<file path="config.mk">
export PLATFORM = sky130hd
export DESIGN_NAME = mfr_sequencer
export DESIGN_NICKNAME = d
export VERILOG_FILES = /design/src/rtl/mfr_sequencer.sv
export SDC_FILE = /design/constraint.sdc
export NUM_CORES = 1
export LEC_CHECK = 0
export BUFFER_PORTS_ARGS = -buffer_cell sky130_fd_sc_hd__buf_2
export CAP_MARGIN = 20
export CORE_UTILIZATION = 35
export CTS_BUF_LIST = sky130_fd_sc_hd__clkbuf_16
export CTS_CLUSTER_SIZE = 8
export DETAILED_ROUTE_END_ITERATION = 10
export PLACE_DENSITY = 0.56
export SYNTH_ARGS = -nofsm -noshare
export SYNTH_HDL_FRONTEND = slang
export SYNTH_SLANG_ARGS = --single-unit
</file>
<file path="constraint.sdc">
create_clock -name clock -period 2.09 [get_ports clock]
set_input_delay 0.418 -clock clock [delete_from_list [all_inputs] [get_ports clock]]
set_output_delay 0.418 -clock clock [all_outputs]
set_load 0.01 [all_outputs]
</file>
<file path="src/rtl/mfr_sequencer.sv">
// Command-side sequencer for a 4-bit multifunction register: takes an
// operand and a function program from upstream, steps the register through
// it, captures the result and hands it downstream.
//
// Ports:
//   clock, reset_        system clock, async active-low reset
//   dav_in_, rfd_in      upstream handshake (valid active low, ready)
//   x_in, prog_in,       operand, four 2-bit function codes, step count-1
//   len_in
//   b_out, x_out         function select and operand to the register
//   z_in                 register output
//   z_out                captured result
//   dav_out_, rfd_out    downstream handshake (valid active low, ready)
module mfr_sequencer #(
    parameter int K         = 4,
    parameter int HOLD_CODE = 3,
    localparam int SW       = $clog2(K) + 1
) (
    input  logic          clock,
    input  logic          reset_,
    input  logic          dav_in_,
    output logic          rfd_in,
    input  logic [3:0]    x_in,
    input  logic [7:0]    prog_in,
    input  logic [1:0]    len_in,
    output logic [SW-1:0] b_out,
    output logic [3:0]    x_out,
    input  logic [3:0]    z_in,
    output logic [3:0]    z_out,
    output logic          dav_out_,
    input  logic          rfd_out
);

    typedef enum logic [2:0] {
        WAIT_IN,
        ACK_IN,
        RUN,
        SETTLE,
        CAPTURE,
        WAIT_RFD,
        ACK_OUT
    } state_t;

    localparam logic [SW-1:0] HOLD_SEL = SW'(HOLD_CODE);

    state_t     r_state;
    logic [1:0] r_step;
    logic [3:0] r_x;
    logic [7:0] r_prog;
    logic [1:0] r_len;

    logic [1:0] w_step_nxt;
    logic [1:0] w_code_nxt;
    logic [1:0] w_code_first;

    assign w_step_nxt   = r_step + 2'd1;
    // Code for the step after the current one, so b_out is already correct
    // during the cycle that step executes.
    assign w_code_nxt   = r_prog[{w_step_nxt, 1'b0} +: 2];
    assign w_code_first = r_prog[1:0];

    always_ff @(posedge clock or negedge reset_) begin
        if (!reset_) begin
            r_state  <= WAIT_IN;
            r_step   <= 2'd0;
            r_x      <= 4'd0;
            r_prog   <= 8'd0;
            r_len    <= 2'd0;
            rfd_in   <= 1'b1;
            dav_out_ <= 1'b1;
            z_out    <= 4'd0;
            x_out    <= 4'd0;
            b_out    <= HOLD_SEL;
        end else begin
            unique case (r_state)
                WAIT_IN: begin
                    b_out <= HOLD_SEL;
                    if (!dav_in_) begin
                        r_x     <= x_in;
                        r_prog  <= prog_in;
                        r_len   <= len_in;
                        rfd_in  <= 1'b0;
                        r_state <= ACK_IN;
                    end
                end
                ACK_IN: begin
                    if (dav_in_) begin
                        r_step  <= 2'd0;
                        b_out   <= SW'(w_code_first);
                        x_out   <= r_x;
                        r_state <= RUN;
                    end
                end
                RUN: begin
                    if (r_step == r_len) begin
                        b_out   <= HOLD_SEL;
                        r_state <= SETTLE;
                    end else begin
                        r_step <= w_step_nxt;
                        b_out  <= SW'(w_code_nxt);
                    end
                end
                SETTLE: begin
                    r_state <= CAPTURE;
                end
                CAPTURE: begin
                    z_out   <= z_in;
                    r_state <= WAIT_RFD;
                end
                WAIT_RFD: begin
                    if (rfd_out) begin
                        dav_out_ <= 1'b0;
                        r_state  <= ACK_OUT;
                    end
                end
                ACK_OUT: begin
                    if (!rfd_out) begin
                        dav_out_ <= 1'b1;
                        rfd_in   <= 1'b1;
                        r_state  <= WAIT_IN;
                    end
                end
                default: begin
                    r_state <= WAIT_IN;
                end
            endcase
        end
    end

endmodule

</file>
==> results.json <==
{
  "status": "complete, no violations",
  "area_growth_pct": 22.3,
  "postRouteAntennaNets": 0,
  "met1_usage_pct": 15.6,
  "yosysWarnings": 0,
  "io_buffers": 33,
  "grt_max_degree": 32,
  "syn_nets": 130,
  "final.setup_skew_ps": 3.24,
  "yosysTopAreaCell": "dfrtp_1",
  "power.leakage_nw": 0.830,
  "critical_path_class": "flip-flop to flip-flop",
  "cts_buffer_depth": 2,
  "ys_seq_area_share_pct": 54.2,
  "cts_resized": 0,
  "clock_latency_ps": 270,
  "endpoint": "r_prog[7]",
  "synth_edf_count": 0,
  "use_met3_pct": 7.24,
  "cts_buffers": 5,
  "rr_worst_depth": 4,
  "antenna_found_initial": 0,
  "globalplace.congestion": 0.694,
  "post_cts_buffers": 0,
  "setup_viol": 0,
  "min_path_type": "input pin to asynchronous set/reset pin",
  "wl_per_cell_um": 13.2,
  "rsz0062_at_grt": "false",
  "dpl.hpwl_um": 1810,
  "r2r_start": "r_state[2]",
  "worst_setup_path_startpoint": "r_state[2]",
  "ys_dominant_reg_cell": "dfrtp_1",
  "initial_utilization_pct": 37.9,
  "critical_path_required_ps": 2240,
  "period_minus_slack_ps": 1630,
  "nNetsFinal": 166,
  "grt_overflow_total": 0,
  "cp_max_fo": 14,
  "htree_levels": 2,
  "async_reset_ff_share_pct": 100,
  "ir_drop_v": 0.000612,
  "num_io_pins": 35,
  "hold_buffers": 0,
  "slew_viol_final": 0,
  "yosys.area.top_type_share_pct": 46.9,
  "path_clk_slew_ps": 50,
  "wl_um": 2530,
  "critPathArrivalTime_ps": 1780,
  "cp-end-kind": "flip-flop",
  "coreArea_um2": 3800,
  "die_width_um": 66.2,
  "finalHoldViolations": 0,
  "worstSetupStartpointType": "flip-flop",
  "diodes": 0,
  "power_density_nw_per_um2": 1630,
  "synth.distinct_cells": 32,
  "numClockSinks": 31,
  "grt_most_used_layer": "met2",
  "row_count": 22,
  "max_cap_viol_count": 0,
  "use_met2_pct": 22.1,
  "grt_pass1_vias": 936,
  "cts_tree": "done",
  "fin_setup_tns_ps": 0,
  "relSlewSlack_pct": 55.0,
  "netlist_top_cells_area": "dfrtp_1 47%, mux2_4 10%, mux2_2 9.4%, dfstp_2 7.3%, o21ai_0 3.1%",
  "fmax_ghz": 0.613,
  "first_iter_violations": 40,
  "grt_pass1_wl_um": 4240,
  "r2r-end": "r_prog[7]",
  "synth_common_cells": "27 x dfrtp_1, 12 x mux2_2, 10 x mux2_4, 9 x o21ai_0, 6 x nand2_1",
  "nFillCells": 353,
  "fp.dieH_um": 66.2,
  "whs_ps": 186,
  "cts-root-buf": "clkbuf_16",
  "yosysMostFrequentCell": "dfrtp_1",
  "track_usage_pct": 13.8,
  "num_vias": 922,
  "layout-drive-gt1-share_pct": 50.0,
  "post-route-period-util_pct": 78.1,
  "dieArea_um2": 4380,
  "drc": 0,
  "synth-seq-cells": 31,
  "vias_per_cell": 4.80,
  "syn_area_um2": 1440,
  "rrSetupSlack_ps": 460,
  "netlist_instances": 108,
  "syn_avg_cell_area_um2": 13.3,
  "first_pass_iters": 3,
  "tightestPinTransition_ps": 674
}
==> cells in the final DEF, fill, tap and decap left out, types with 2 or more instances in the layout <==
cell type / count
inv_1: 3
xor2_1: 2
a22oi_1: 2
buf_4: 2
a21oi_1: 2
nand2b_1: 2
dfrtp_1: 27
nand2_1: 6
mux2_2: 12
or2b_1: 2
clkbuf_16: 5
nor2_1: 5
o21ai_0: 9
dfstp_2: 4
nand3_1: 2
buf_2: 33
mux4_2: 2
mux2_4: 10
==> power breakdown <==
part | switching, W | total [W] | internal (W)
sequential | 0.000263 | 0.00119 | 0.000931
combinational | 0.000414 | 0.00102 | 0.000608
clock | 0.000224 | 0.000649 | 0.000425
==> layout make-up <==
class / count / area, um^2 / share of cell area, %
multi-input cells: 68 / 597 / 33.9
clock buffers: 5 / 125 / 7.10
clock inverters: 2 / 8.76 / 0.497
well taps: 48 / 60.1 / 3.41
flip-flops and latches: 31 / 781 / 44.3
inverters: 3 / 11.3 / 0.639
repair buffers: 35 / 180 / 10.2
==> metrics by stage <==
stage	total power (W)	instance area, um^2	util [%]	setup slack [ps]	cells
after detailed placement	0.00224	1630	42.9	406	185
after global placement	0.00220	1630	42.9	446	185
after global routing	0.00309	1760	46.4	367	192
after floorplan	0.00198	1440	-	521	108
final	0.00287	1760	46.4	457	192
after CTS	0.00291	1760	46.4	437	192
==> worst min-delay path by stage <==
stage,depth (start not counted),to,startpoint,slack [ps]
after global routing,1,r_state[1],reset_,250
after floorplan,0,r_len[0],reset_,120
after global placement,2,rfd_in,rfd_in,470
after CTS,1,r_state[1],reset_,210
after detailed placement,2,rfd_in,rfd_in,480
final,1,r_prog[3],reset_,190
==> registers in the layout, summed over array words and instances (netlist names) <==
register  cells
b_out         2
x_out         4
dav_out_      1
r_len         2
r_state       3
r_step        2
r_x           4
rfd_in        1
z_out         4
r_prog        8
==> critical path, cell delays in order, from the launching register on <==
cell     delay, ps
dfrtp_1        460
or2_4          310
nor3_4         100
buf_4          270
mux2_2         370
==> cells by family (layout without fill, tap and decap cells) <==
| kind of cell | after synthesis | after routing | synth area share, % |
|---|---|---|---|
| AND/OR/NAND/NOR | 22 | 22 | 9.11 |
| multiplexers | 25 | 25 | 23.6 |
| flip-flops | 31 | 31 | 54.2 |
| buffers and inverters | 9 | 45 | 4.43 |
| AO/OA/AOI/OAI | 18 | 18 | 7.20 |
| XOR/XNOR | 2 | 2 | 1.22 |
| other | 1 | 1 | 0.260 |
==> routing by layer <==
layer | part of all wire, % | vias to the layer above
met5 | 0 | -
met4 | 0.55 | 0
met3 | 5.4 | 2
met2 | 48 | 20
met1 | 46 | 453
li1 | - | 447
(Power assumes the default switching activity.)
